===== src/rtl/conv_positioner_pkg.sv =====
// -----------------------------------------------------------------------------
// conv_positioner_pkg
// Shared definitions for the convolution window positioner and the writeback
// address generator: position-FSM state encodings, the output-map dimension
// helper, and the output-map size for the default image/kernel configuration.
// No ports (package).
// -----------------------------------------------------------------------------
`ifndef CONV_POSITIONER_DEFS
`define CONV_POSITIONER_DEFS
`define POS_IDLE       2'd0
`define POS_STREAM     2'd1
`define POS_ROUND_DONE 2'd2
`endif

package conv_positioner_pkg;

  typedef enum logic [1:0] {
    ST_IDLE       = `POS_IDLE,
    ST_STREAM     = `POS_STREAM,
    ST_ROUND_DONE = `POS_ROUND_DONE
  } pos_state_t;

  // Number of window positions along one image dimension.
  function automatic int out_dim(input int img, input int k, input int s);
    return (img - k) / s + 1;
  endfunction

  localparam int DFLT_IMG_W  = 8;
  localparam int DFLT_IMG_H  = 8;
  localparam int DFLT_KERNEL = 3;
  localparam int DFLT_STRIDE = 1;

  localparam int OUT_W = out_dim(DFLT_IMG_W, DFLT_KERNEL, DFLT_STRIDE);
  localparam int OUT_H = out_dim(DFLT_IMG_H, DFLT_KERNEL, DFLT_STRIDE);

endpackage


===== src/rtl/conv_positioner_if.sv =====
// -----------------------------------------------------------------------------
// conv_positioner_if
// Bundle between the positioner (master) and the image broadcaster (slave):
//   addr / addr_valid / addr_ready : window read-address stream
//   pos_x / pos_y                  : top-left pixel of the current window
//   round / done                   : window exhausted / last window exhausted
// -----------------------------------------------------------------------------
interface conv_positioner_if #(
  parameter int ADDR_W = 16,
  parameter int POS_W  = 8
);
  logic [ADDR_W-1:0] addr;
  logic              addr_valid;
  logic              addr_ready;
  logic [POS_W-1:0]  pos_x;
  logic [POS_W-1:0]  pos_y;
  logic              round;
  logic              done;

  modport master (
    output addr, addr_valid, pos_x, pos_y, round, done,
    input  addr_ready
  );

  modport slave (
    input  addr, addr_valid, pos_x, pos_y, round, done,
    output addr_ready
  );
endinterface


===== src/rtl/conv_positioner_window_counter.sv =====
// -----------------------------------------------------------------------------
// window_counter
// Walks the K x K window of one position: kx innermost, ky outer. The address
// is built incrementally (+1 along a row, row_base + IMG_W at row wrap), so the
// per-beat path has adders only.
//   clk, rst    : clock, async active-high reset
//   clear       : synchronous clear (highest priority after rst)
//   load        : start a new window at start_addr
//   start_addr  : address of the window's top-left pixel
//   step        : handshake accepted this cycle, advance to next beat
//   addr        : current beat address (registered)
//   last_beat   : current beat is (K-1, K-1)
// -----------------------------------------------------------------------------
module window_counter
  import conv_positioner_pkg::*;
#(
  parameter int IMG_W  = 8,
  parameter int KERNEL = 3,
  parameter int ADDR_W = 16
) (
  input  logic              clk,
  input  logic              rst,
  input  logic              clear,
  input  logic              load,
  input  logic [ADDR_W-1:0] start_addr,
  input  logic              step,
  output logic [ADDR_W-1:0] addr,
  output logic              last_beat
);

  localparam int KC_W = (KERNEL > 1) ? $clog2(KERNEL) : 1;
  localparam logic [KC_W-1:0]   K_LAST   = KC_W'(KERNEL - 1);
  localparam logic [ADDR_W-1:0] ROW_STEP = ADDR_W'(IMG_W);

  logic [KC_W-1:0]   kx;
  logic [KC_W-1:0]   ky;
  logic [ADDR_W-1:0] row_base;

  assign last_beat = (kx == K_LAST) && (ky == K_LAST);

  always_ff @(posedge clk or posedge rst) begin
    if (rst) begin
      kx       <= '0;
      ky       <= '0;
      row_base <= '0;
      addr     <= '0;
    end else if (clear) begin
      kx       <= '0;
      ky       <= '0;
      row_base <= '0;
      addr     <= '0;
    end else if (load) begin
      kx       <= '0;
      ky       <= '0;
      row_base <= start_addr;
      addr     <= start_addr;
    end else if (step) begin
      if (kx == K_LAST) begin
        // Row wrap; ky overrunning after the last beat is harmless, the
        // next load reinitialises it.
        kx       <= '0;
        ky       <= ky + 1'b1;
        row_base <= row_base + ROW_STEP;
        addr     <= row_base + ROW_STEP;
      end else begin
        kx   <= kx + 1'b1;
        addr <= addr + 1'b1;
      end
    end
  end

endmodule


===== src/rtl/conv_positioner.sv =====
// -----------------------------------------------------------------------------
// conv_positioner
// Steps the convolution window across the image in row-major, stride-aware
// order, one position per accepted advance, and streams the K*K read addresses
// of each window over a valid/ready handshake.
//   clk      : clock, rising edge
//   rst      : async active-high reset
//   restart  : synchronous clear to IDLE (wins over advance)
//   advance  : one-cycle request to step to the next position
//   bus      : master side of conv_positioner_if (addr stream, position,
//              round/done levels)
// -----------------------------------------------------------------------------
module conv_positioner
  import conv_positioner_pkg::*;
#(
  parameter int IMG_W     = 8,
  parameter int IMG_H     = 8,
  parameter int KERNEL    = 3,
  parameter int STRIDE    = 1,
  parameter int BASE_ADDR = 0,
  parameter int ADDR_W    = 16,
  parameter int POS_W     = 8
) (
  input  logic              clk,
  input  logic              rst,
  input  logic              restart,
  input  logic              advance,
  conv_positioner_if.master bus
);

  localparam int POS_CNT_X = out_dim(IMG_W, KERNEL, STRIDE);
  localparam int POS_CNT_Y = out_dim(IMG_H, KERNEL, STRIDE);
  // Last reachable top-left coordinates; stepping past them wraps/terminates.
  localparam logic [POS_W-1:0] X_LAST   = POS_W'((POS_CNT_X - 1) * STRIDE);
  localparam logic [POS_W-1:0] Y_LAST   = POS_W'((POS_CNT_Y - 1) * STRIDE);
  localparam logic [POS_W-1:0] POS_STEP = POS_W'(STRIDE);

  pos_state_t        state;
  pos_state_t        state_nxt;
  logic [POS_W-1:0]  pos_x;
  logic [POS_W-1:0]  pos_y;
  logic [POS_W-1:0]  pos_x_nxt;
  logic [POS_W-1:0]  pos_y_nxt;
  logic [ADDR_W-1:0] start_addr;
  logic [ADDR_W-1:0] win_addr;
  logic              accept;
  logic              hs;
  logic              last_beat;
  logic              is_last;

  assign is_last = (pos_x == X_LAST) && (pos_y == Y_LAST);
  assign hs      = (state == ST_STREAM) && bus.addr_ready;

  // State register
  always_ff @(posedge clk or posedge rst) begin
    if (rst) state <= ST_IDLE;
    else     state <= state_nxt;
  end

  // Next-state logic
  always_comb begin
    state_nxt = state;
    accept    = 1'b0;
    if (restart) begin
      state_nxt = ST_IDLE;
    end else begin
      case (state)
        ST_IDLE: begin
          if (advance) begin
            accept    = 1'b1;
            state_nxt = ST_STREAM;
          end
        end
        ST_STREAM: begin
          if (hs && last_beat) state_nxt = ST_ROUND_DONE;
        end
        ST_ROUND_DONE: begin
          if (advance && !is_last) begin
            accept    = 1'b1;
            state_nxt = ST_STREAM;
          end
        end
        default: state_nxt = ST_IDLE;
      endcase
    end
  end

  // Next position: (0,0) from IDLE, otherwise one stride step with row wrap.
  always_comb begin
    pos_x_nxt = '0;
    pos_y_nxt = '0;
    if (state == ST_ROUND_DONE) begin
      if (pos_x == X_LAST) begin
        pos_y_nxt = pos_y + POS_STEP;
      end else begin
        pos_x_nxt = pos_x + POS_STEP;
        pos_y_nxt = pos_y;
      end
    end
  end

  // Window origin: multiplier sits on the once-per-round load, not the beat path.
  assign start_addr = ADDR_W'(BASE_ADDR)
                    + ADDR_W'(pos_y_nxt) * ADDR_W'(IMG_W)
                    + ADDR_W'(pos_x_nxt);

  always_ff @(posedge clk or posedge rst) begin
    if (rst) begin
      pos_x <= '0;
      pos_y <= '0;
    end else if (restart) begin
      pos_x <= '0;
      pos_y <= '0;
    end else if (accept) begin
      pos_x <= pos_x_nxt;
      pos_y <= pos_y_nxt;
    end
  end

  window_counter #(
    .IMG_W  (IMG_W),
    .KERNEL (KERNEL),
    .ADDR_W (ADDR_W)
  ) u_window_counter (
    .clk        (clk),
    .rst        (rst),
    .clear      (restart),
    .load       (accept),
    .start_addr (start_addr),
    .step       (hs),
    .addr       (win_addr),
    .last_beat  (last_beat)
  );

  // Output decode (all terms come straight from registers)
  always_comb begin
    bus.addr       = win_addr;
    bus.addr_valid = (state == ST_STREAM);
    bus.pos_x      = pos_x;
    bus.pos_y      = pos_y;
    bus.round      = (state == ST_ROUND_DONE);
    bus.done       = (state == ST_ROUND_DONE) && is_last;
  end

endmodule


===== src/flat_wrapper.sv =====
// flat-port wrapper written by rule: the top's interface ports become plain ports
module conv_positioner_flat import conv_positioner_pkg::*;
#(
  parameter int IMG_W     = 8,
  parameter int IMG_H     = 8,
  parameter int KERNEL    = 3,
  parameter int STRIDE    = 1,
  parameter int BASE_ADDR = 0,
  parameter int ADDR_W    = 16,
  parameter int POS_W     = 8
)
  (clk, rst, restart, advance, bus_addr, bus_addr_valid, bus_pos_x, bus_pos_y, bus_round, bus_done, bus_addr_ready);
  conv_positioner_if #(.ADDR_W(ADDR_W), .POS_W(POS_W)) bus_i ();
  input  logic clk;
  input  logic rst;
  input  logic restart;
  input  logic advance;
  output wire logic [$bits(bus_i.addr)-1:0] bus_addr;
  output wire logic [$bits(bus_i.addr_valid)-1:0] bus_addr_valid;
  output wire logic [$bits(bus_i.pos_x)-1:0] bus_pos_x;
  output wire logic [$bits(bus_i.pos_y)-1:0] bus_pos_y;
  output wire logic [$bits(bus_i.round)-1:0] bus_round;
  output wire logic [$bits(bus_i.done)-1:0] bus_done;
  input wire logic [$bits(bus_i.addr_ready)-1:0] bus_addr_ready;
  assign bus_addr = bus_i.addr;
  assign bus_addr_valid = bus_i.addr_valid;
  assign bus_pos_x = bus_i.pos_x;
  assign bus_pos_y = bus_i.pos_y;
  assign bus_round = bus_i.round;
  assign bus_done = bus_i.done;
  assign bus_i.addr_ready = bus_addr_ready;
  conv_positioner #(.IMG_W(IMG_W), .IMG_H(IMG_H), .KERNEL(KERNEL), .STRIDE(STRIDE), .BASE_ADDR(BASE_ADDR), .ADDR_W(ADDR_W), .POS_W(POS_W)) u_core (.clk(clk), .rst(rst), .restart(restart), .advance(advance), .bus(bus_i));
endmodule

===== config.mk =====
export PLATFORM = sky130hd
export DESIGN_NAME = conv_positioner_flat
export DESIGN_NICKNAME = d
export VERILOG_FILES = /design/src/rtl/conv_positioner_pkg.sv /design/src/rtl/conv_positioner_if.sv /design/src/rtl/conv_positioner_window_counter.sv /design/src/rtl/conv_positioner.sv /design/src/flat_wrapper.sv
export SDC_FILE = /design/constraint.sdc
export NUM_CORES = 1
export LEC_CHECK = 0
export CORE_MARGIN = 3
export CORE_UTILIZATION = 50
export CTS_BUF_LIST = sky130_fd_sc_hd__clkbuf_2
export DETAILED_ROUTE_END_ITERATION = 8
export PLACE_DENSITY = 0.71
export SLEW_MARGIN = 10
export SYNTH_ARGS = -nofsm -noshare
export SYNTH_HDL_FRONTEND = slang
export SYNTH_HIERARCHICAL = 1
export SYNTH_SLANG_ARGS = --single-unit

===== constraint.sdc =====
create_clock -name clk -period 3.35 [get_ports clk]
set_input_delay 0.335 -clock clk [delete_from_list [all_inputs] [get_ports clk]]
set_output_delay 0.335 -clock clk [all_outputs]
set_load 0.005 [all_outputs]

==> Yosys cells after proc, flatten, opt, wreduce, memory -nomap -nowiden <==
Cells that the tools add are included.
W data, S select, Z words.
{ "word_totals": {"ff_bits": 54, "in_bits": 5, "out_inout_bits": 35, "elab_cells": 69} }
{ "classes": {"n_addsub": 7, "eq_ne": 9, "n_mux": 33, "n_reduce_logical": 13} }
{ "ops": {"columns": ["op", "count"], "rows": [
  ["$mux W16", 8],
  ["$mux W8", 8],
  ["$mux W2", 12],
  ["$add A16 B1 Y16 const B", 1],
  ["$add A16 B4 Y16 const B", 1],
  ["$add A8 B1 Y8 const B", 2],
  ["$eq A8 B3 Y1 const B", 2],
  ["$add A11 B8 Y12", 1],
  ["$eq A2 B2 Y1 const B", 3],
  ["$logic_and A1 B1 Y1", 6],
  ["$ne A3 B2 Y1 const B", 2],
  ["$pmux W2 S3", 1],
  ["$reduce_bool A3 Y1", 2],
  ["$add A2 B1 Y2 const B", 2],
  ["$mux W1", 3],
  ["$ne A3 B3 Y1 const B", 1],
  ["$reduce_and A3 Y1", 1],
  ["$eq A2 B1 Y1 const B", 1],
  ["$logic_not A2 Y1", 1],
  ["$pmux W1 S2", 1],
  ["$reduce_and A2 Y1", 1],
  ["$reduce_bool A2 Y1", 1],
  ["$logic_not A1 Y1", 1]
]} }

==> Depth between registers and ports, before layout <==
Gate-level depths: netlist (run 1).
{ "depth": {"word_depth": 9, "ltp_mapped": 17, "ltp_nobuf": 17} }

==> Modules after synthesis <==
Netlist (run 1), hierarchy kept.
{ "by_module_without_submodules": {"columns": ["mod", "n_inst", "cells_each", "area_per_inst_um2", "seq_area_each_um2"], "rows": [
  ["window_counter", 1, 296, 2509.9, 900.9],
  ["conv_positioner", 1, 157, 1482.7, 450.4]
]} }

==> Worst setup path after synthesis (run 1) <==
Ideal clock, no wire load.
{ "synth_timing": {"kind": "reg-to-reg", "from": "register u_core.pos_x[1] (netlist: u_core/bus.pos_x[1])", "to": "register u_core.u_window_counter.addr[9]", "setup_time_ns": 0.122, "t_arrival_ns": 3.522, "required_time_ns": 3.228, "slack_ns": -0.293, "stages_incl_launch_ff": 17, "n_path_buf": 0, "synth_period_minus_slack_ns": 3.643, "cell_sequence": "dfrtp_1 inv_1 ha_1 or4b_4 o21ai_1 nor2_1 ha_1 fa_1 a21o_1 a21o_1 a21oi_1 nor2_1 xnor2_1 nand2_1 nand2_1 a41o_1 a32o_1"} }
{ "synth_via": {"elab_cells_between_ends": 16, "classes_between": "add/sub (2); eq/ne (1); mux (9); reduce/logical (4)"} }
{ "synth_lines": {"columns": ["item", "line_no", "rtl"], "rows": [
  ["start, declared", "conv_positioner.sv:40", "logic [POS_W-1:0] pos_x;"],
  ["start signal, assigned", "conv_positioner.sv:115", "pos_x <= pos_x_nxt;"],
  ["$add A8 B1 Y8 or $eq A8 B3 Y1 (tied branches)", "conv_positioner.sv:96, conv_positioner.sv:93", null],
  ["$mux W8", "conv_positioner.sv:93", "if (pos_x == X_LAST) begin"],
  ["$mux W8", "conv_positioner.sv:92", "if (state == ST_ROUND_DONE) begin"],
  ["$add A11 B8 Y12 *", "conv_positioner.sv:105", "+ ADDR_W'(pos_x_nxt);"],
  ["net u_core.start_addr[9]", "conv_positioner.sv:44", "logic [ADDR_W-1:0] start_addr;"],
  ["$mux W16 *", "conv_positioner_window_counter.sv:52", "end else if (load) begin"],
  ["$mux W16 *", "conv_positioner_window_counter.sv:47", "end else if (clear) begin"],
  ["end signal, assigned", "conv_positioner_window_counter.sv:56", "addr <= start_addr;"],
  ["end signal, assigned", "conv_positioner_window_counter.sv:64", "addr <= row_base + ROW_STEP;"],
  ["end signal, assigned", "conv_positioner_window_counter.sv:67", "addr <= addr + 1'b1;"],
  ["end, declared", "conv_positioner_window_counter.sv:27", "output logic [ADDR_W-1:0] addr,"]
]} }
The timed path passes the listed nets; every way through them passes the cells marked *.
A chain may end at the register's enable or synchronous reset.

==> Worst setup path after layout (run 1) <==
{ "layout_timing": {"from": "register u_core.pos_x[1] (netlist: u_core/bus.pos_x[1])", "to": "register u_core.u_window_counter.addr[11]"} }
Same word-level chain as after synthesis.

==> results.py, run 1 <==
metrics = {
    "run_status": {
        "outcome": "complete, but fails checks",
        "violations": "negative setup slack",
    },
    "timing": {
        "fmax_mhz": 288,
        "fin_crit_ps": 3480,
        "setup_viol": 3,
        "finalCritPeriodShare_pct": 104,
        "worst_slew_pin_slew_ps": 781,
        "hold_violations": 0,
        "hold_ws_ps": 264,
        "setup_tns_ps": -302,
        "relSlewSlack_pct": 47.9,
        "setup_ws_ps": -127,
        "skew_ps": 36.2,
        "rsz0062_at_grt": "true",
        "maxSlewViolCount": 0,
    },
    "placement": {
        "gp_congestion": 0.884,
        "hpwlAfterDp_um": 7760,
        "post-place-ws_ps": -81.4,
        "port_buffers": 39,
        "placed_cells": 599,
    },
    "critical_path": {
        "slowest_stage": "or4b_4",
        "crit_type": "register to register",
        "cp.buffers_inverters": 2,
        "slowest_delay_ps": 510,
        "cpMostUsedCell": "a21o_1",
        "end_kind": "register",
        "crit_path_start_kind": "register",
        "arrival_ps": 3860,
        "crit_required_ps": 3730,
        "cpLargestDelayFamily": "simple AND/OR/NAND/NOR gates",
        "path_cells": "inv_1, ha_2, or4b_4, nor2_4, xnor2_1, nor2_1, ha_2, fa_2, a21o_1, a21o_1, a21oi_2, buf_4, nor4b_4, nor2_1, nor3_1, a21o_1, a22o_1",
        "path_max_fanout": 5,
    },
    "grt": {
        "grt_max_degree": 37,
        "first_global_vias": 3510,
        "grt_pass1_wl_um": 17500,
        "antenna_found_initial": 0,
        "grt.total_usage_pct": 24.7,
        "grt_overflow": 0,
    },
    "clock_tree": {
        "cts_buffers": 5,
        "cts_root_buffer": "clkbuf_2",
        "ctsHoldBuffers": 0,
        "clock_path_buffers": 2,
        "tritoncts": "done",
        "cts.sinks": 54,
        "clk_pin_slew_ps": 290,
        "clock_latency_ps": 460,
        "h-tree-depth": 2,
    },
    "synth": {
        "yosys_warnings": 6,
        "synth_compound_area_share_pct": 20.7,
        "synth_ff_type": "dfrtp_1",
        "avgSynthCellArea_um2": 8.81,
        "netlist_instances": 453,
        "synth-edff-count": 0,
        "yosysSeqAreaShare_pct": 33.8,
        "synth-simple-area-share_pct": 25.3,
        "synthMuxAreaShare_pct": 1.54,
        "synth_area_mm2": 0.00399,
        "synth_top_family_by_area": "simple AND/OR/NAND/NOR gates",
        "synthAdderAreaFrac_pct": 4.26,
        "synthXorXnorAreaFrac_pct": 7.90,
        "async_flop_share_pct": 100,
        "ys_types": 86,
        "synth_seq_cells": 54,
    },
    "power_and_ir_drop": {
        "powerDensity_mw_per_mm2": 246,
        "ir_drop_v": 0.000156,
        "leakage_nw": 1.95,
    },
    "routing": {
        "routed_via_density": 5.98,
        "drtIter0Drc": 306,
        "num_vias": 3646,
        "detail_route.wl_per_cell_um": 17.6,
        "first_pass_iters": 5,
        "drc": 0,
        "ant_nets": 0,
        "postRouteWirelength_um": 10700,
    },
    "die": {
        "die_h_um": 95.4,
        "core-area_mm2": 0.00749,
        "pin_count": 40,
        "rows": 31,
        "start_util_pct": 53.3,
        "die_w_um": 95.4,
        "die_area_mm2": 0.00909,
    },
    "finish": {
        "fin_cells": 610,
        "area_delta_synth_final_pct": 16.5,
        "fill_cells": 650,
        "drive_above_1_share_pct": 15.5,
        "nets": 530,
        "diodes": 0,
    },
    "flow_run": {
        "cap_violations": 0,
    },
    "min_path": {
        "hold_path.class": "input port to asynchronous set/reset pin",
    },
}
cell usage after synthesis, types with 10 or more instances:
library cell   n  area share, %
a21oi_1       34            4.3
o21ai_0       14            1.8
nand4_1       10            1.6
xnor2_1       20            4.4
nor3_1        14            1.8
inv_1         16            1.5
ha_1          12            3.8
xor2_1        16            3.5
nand2_1       48            4.5
nand3_1       18            2.3
dfrtp_1       54             34
nor2_1        36            3.4
timing repair:
item | in CTS | in global routing
setup endpoints to repair | 3 | 6
pin swaps | 2 | 3
resized for setup | 0 | 6
buffers inserted | 4 | 1
gates cloned | 0 | 0
registers in the layout, summed over array words and instances (netlist names):
signal,flops
u_core/bus.pos_x,8
u_core/bus.pos_y,8
u_core/state,2
u_core/u_window_counter/addr,16
u_core/u_window_counter/kx,2
u_core/u_window_counter/ky,2
u_core/u_window_counter/row_base,16
report_power, final:
part | total [W] | leakage [nW] | internal, W | switching, W
clock | 0.000248 | 0.0223 | 0.0000414 | 0.000206
sequential | 0.000707 | 0.744 | 0.000673 | 0.0000343
combinational | 0.000188 | 1.18 | 0.0000809 | 0.000107
total | 0.00114 | 1.95 | 0.000795 | 0.000348
metal layers:
metal / GRT usage [%] / wire length (um) / vias up
met5: 0 / 0 / -
met4: 4.69 / 89 / 0
met3: 3.79 / 561 / 12
met2: 40.0 / 5020 / 117
met1: 35.3 / 5070 / 1770
li1: - / - / 1747
per-stage QoR:
stage	power, W	utilization [%]	area (um^2)
after global routing	0.00120	62.1	4650
final	0.00114	62.1	4650
after floorplan	0.000839	-	4030
after detailed placement	0.000899	61.0	4560
after global placement	0.000896	61.0	4560
after CTS	0.00114	61.7	4620
final cells by class:
| cell class | instances | area (um^2) | share of cell area, % |
|---|---|---|---|
| clock buffer | 5 | 25.0 | 0.538 |
| clock inverter | 1 | 3.75 | 0.0807 |
| inverter | 18 | 67.6 | 1.45 |
| multi-input combinational | 361 | 2440 | 52.5 |
| sequential | 54 | 1350 | 29.1 |
| tap | 99 | 124 | 2.66 |
| timing repair buffer | 72 | 638 | 13.7 |
kinds of logic (layout without fill, tap and decap cells):
group                    Yosys count  count (layout)
flip-flops                        54              54
AO/OA/AOI/OAI                    119             119
XOR/XNOR                          36              36
other                              1               5
multiplexers                       6               6
AND/OR/NAND/NOR                  182             182
buffers and inverters             42              96
adder cells (fa/ha/maj)           13              13
worst paths after layout:
kind	depth (start not counted)	from	end	slack, ps
worst max-delay path	17	u_core/bus.pos_x[1]	u_core/u_window_counter/addr[11]	-130
worst min-delay path	3	rst	u_core/u_window_counter/row_base[14]	260
worst max register to register	17	u_core/bus.pos_x[1]	u_core/u_window_counter/addr[11]	-130
worst min register to register	2	u_core/u_window_counter/row_base[1]	u_core/u_window_counter/row_base[1]	550
max in group asynchronous	2	rst	u_core/bus.pos_x[1]	2600
min in group clk	4	bus_addr_ready	u_core/state[0]	550
worst reg2reg max path, cell delays in order (launching register included):
cell     delay, ps
dfrtp_1        430
inv_1           60
ha_2           160
or4b_4         510
nor2_4         160
xnor2_1        130
nor2_1          80
ha_2           190
fa_2           340
a21o_1         190
a21o_1         180
a21oi_2        170
buf_4          140
nor4b_4         40
nor2_1         190
nor3_1          70
a21o_1         200
a22o_1         200
cells in the final DEF, fill, tap and decap left out, types with 4 or more instances in the layout:
cell type        Yosys  layout
nand3_1             18      18
o21ai_0             14      13
a31oi_1              4       4
o2bb2ai_1            5       5
dfrtp_1             54      54
and3_1               4       4
or2_2                4       4
a22o_1               5       5
and2_1               8       8
xor2_1              16      16
a21oi_1             34      32
nand2b_1             4       4
a211oi_1             5       5
nand4_1             10      10
inv_1               16      16
buf_4                1      33
clkbuf_2             2       5
ha_1                12      10
a21o_1               7       7
a21boi_0             6       6
clkdlybuf4s50_1      0      39
nor2_1              36      35
o211ai_1             6       6
nor3_2               4       4
conb_1               1       5
mux2i_1              5       5
nor3_1              14      14
nand2_1             48      47
xnor2_1             20      20
Power figures use the tool's default switching activity.
==> run 2: changes to the inputs <==
--- a/config.mk
+++ b/config.mk
@@ -5,12 +5,12 @@
 export SDC_FILE = /design/constraint.sdc
 export NUM_CORES = 1
 export LEC_CHECK = 0
-export CORE_MARGIN = 3
 export CORE_UTILIZATION = 50
 export CTS_BUF_LIST = sky130_fd_sc_hd__clkbuf_2
 export DETAILED_ROUTE_END_ITERATION = 8
 export PLACE_DENSITY = 0.71
-export SLEW_MARGIN = 10
+export SKIP_LAST_GASP = 1
+export SLEW_MARGIN = 20
 export SYNTH_ARGS = -nofsm -noshare
 export SYNTH_HDL_FRONTEND = slang
 export SYNTH_HIERARCHICAL = 1
==> run 2 against run 1 <==
  * The flow still finishes with violations (negative setup slack)
  * Via count up 1.7%
  * Cell count rose by 0.66%
  * Routed wire length is 0.62% higher
  * Critical path type unchanged
==> results.py, run 2 (synthesis gave the netlist of run 1 again) <==
metrics = {
    "flow_run": {
        "cap_violations": 0,
    },
    "power_and_ir_drop": {
        "switchingPower_w": 0.000349,
        "switching_share_pct": 30.3,
        "internal_power_w": 0.000805,
        "ir_drop_v": 0.000111,
        "powerDensity_mw_per_mm2": 248,
        "leakage_nw": 1.93,
        "clkPwrFrac_pct": 22.4,
        "p_comb_share_pct": 16.3,
        "p_seq_share_pct": 61.3,
    },
    "routing": {
        "first_pass_iters": 5,
        "routed_via_density": 6.04,
        "drc": 0,
        "wl_met3_um": 668,
        "detail_route.wl_per_cell_um": 17.6,
        "postRouteWirelength_um": 10800,
        "met2_length_um": 4890,
        "dr.max_layer_used": "met4",
        "drtIter0Drc": 272,
        "num_vias": 3708,
        "ant_nets": 0,
        "drt-met1-wl_um": 4970,
    },
    "clock_tree": {
        "cts_root_buffer": "clkbuf_2",
        "clk_pin_slew_ps": 270,
        "h-tree-depth": 2,
        "tritoncts": "done",
        "cts.sinks": 54,
        "ctsHoldBuffers": 0,
        "clock_latency_ps": 450,
        "clock_path_buffers": 2,
        "cts_buffers": 5,
    },
    "critical_path": {
        "crit_type": "register to register",
        "crit_required_ps": 3740,
        "end_kind": "register",
        "path_max_fanout": 5,
        "crit_path_start_kind": "register",
        "r2r-end": "u_core/u_window_counter/addr[9]",
        "ff2ff_setup_slack_ps": -60,
        "reg2reg_from": "u_core/bus.pos_x[1]",
        "r2r_cells": 17,
        "arrival_ps": 3810,
    },
    "timing": {
        "relSlewSlack_pct": 48.7,
        "setup_tns_ps": -131,
        "maxSlewViolCount": 0,
        "setup_ws_ps": -64.5,
        "fmax_mhz": 293,
        "rsz0062_at_grt": "true",
        "fin_crit_ps": 3410,
        "finalCritPeriodShare_pct": 102,
        "skew_ps": 19.0,
        "hold_violations": 0,
        "setup_viol": 3,
        "worst_slew_pin_slew_ps": 770,
    },
    "die": {
        "pin_count": 40,
        "die_w_um": 91.4,
        "die_h_um": 91.4,
        "start_util_pct": 51.7,
        "die_area_mm2": 0.00835,
        "rows": 32,
        "core-area_mm2": 0.00773,
    },
    "finish": {
        "nets": 529,
        "drive_above_1_share_pct": 16.0,
        "area_delta_synth_final_pct": 16.6,
        "multi_input_area_mm2": 0.00243,
        "regArea_mm2": 0.00135,
        "final_common_cell": "dfrtp_1",
        "diodes": 0,
        "reg_top3": "u_core/u_window_counter/addr x16, u_core/u_window_counter/row_base x16",
        "final_cell_mix": "dfrtp_1 (52), nand2_1 (48), clkdlybuf4s50_1 (39), nor2_1 (35), a21oi_1 (32)",
        "fill_cells": 686,
    },
    "placement": {
        "gp_congestion": 0.930,
        "port_buffers": 39,
        "post-place-ws_ps": -83.4,
        "hpwlAfterDp_um": 7700,
    },
    "run_status": {
        "violations": "negative setup slack",
        "outcome": "complete, but fails checks",
    },
    "grt": {
        "grt_pass1_wl_um": 18200,
        "grt_max_degree": 37,
        "grt.total_usage_pct": 27.5,
        "antenna_found_initial": 0,
        "first_global_vias": 3684,
        "grt_overflow": 0,
    },
    "min_path": {
        "hold_path.class": "input port to asynchronous set/reset pin",
    },
}
[run 2: what timing repair did]
action | in CTS | in global routing
setup buffers | 2 | 1
setup endpoints to repair | 3 | 12
resized for setup | 0 | 9
pin swaps | 1 | 1
[run 2: routing by layer]
layer,global-route usage (%),vias to the layer above
met1,38.4,1765
met2,43.6,168
met5,0,-
met4,10.1,0
li1,-,1750
met3,3.60,25
[run 2: worst max path at each step]
stage / startpoint / to / depth (start not counted)
3_3_place_gp: u_core/bus.pos_x[1] / u_core/u_window_counter/addr[9] / 17
3_5_place_dp: u_core/bus.pos_x[1] / u_core/u_window_counter/addr[8] / 17
6_report: u_core/bus.pos_x[1] / u_core/u_window_counter/addr[9] / 17
4_1_cts: u_core/bus.pos_x[1] / u_core/u_window_counter/addr[9] / 17
2_1_floorplan: u_core/bus.pos_x[1] / u_core/u_window_counter/addr[9] / 17
5_1_grt: u_core/bus.pos_x[1] / u_core/u_window_counter/addr[9] / 17
[run 2: per-stage QoR]
stage	cells	instance area [um^2]	hold slack [ps]	util, %	total power (W)
6_report	614	4660	280	60.2	0.00115
3_3_place_gp	603	4570	509	59.2	0.000897
5_1_grt	614	4660	296	60.2	0.00121
4_1_cts	613	4630	291	59.9	0.00116
3_5_place_dp	603	4570	521	59.2	0.000902
2_1_floorplan	457	4030	274	-	0.000839
[run 2: cell type report]
cell class	count	area share, %
clock buffer	6	0.645
clock inverter	2	0.188
inverter	18	1.45
multi-input combinational	361	52.3
sequential	54	29.1
tap	102	2.74
timing repair buffer	71	13.6
[run 2: critical path, cell delays in order, from the launching register on]
cell and delay [ps]:
dfrtp_1 430, inv_1 50, ha_1 140, or4b_4 510, nor2_4 160, xnor2_1 130, nor2_1 80, ha_2 190
fa_2 350, a21o_1 190, a21o_1 170, a21oi_2 170, nor2_2 50, xnor2_1 140, nand2_1 90, nand2_1 80
a41o_1 250, a32o_1 190
[run 2: power groups by stage]
stage                     registers, W  clock network, W  logic (W)
final                         0.000708          0.000258   0.000188
after global routing          0.000713          0.000290   0.000206
after CTS                     0.000707          0.000268   0.000186
after detailed placement      0.000718                 0   0.000184
after global placement        0.000716                 0   0.000181
after floorplan               0.000705                 0   0.000135
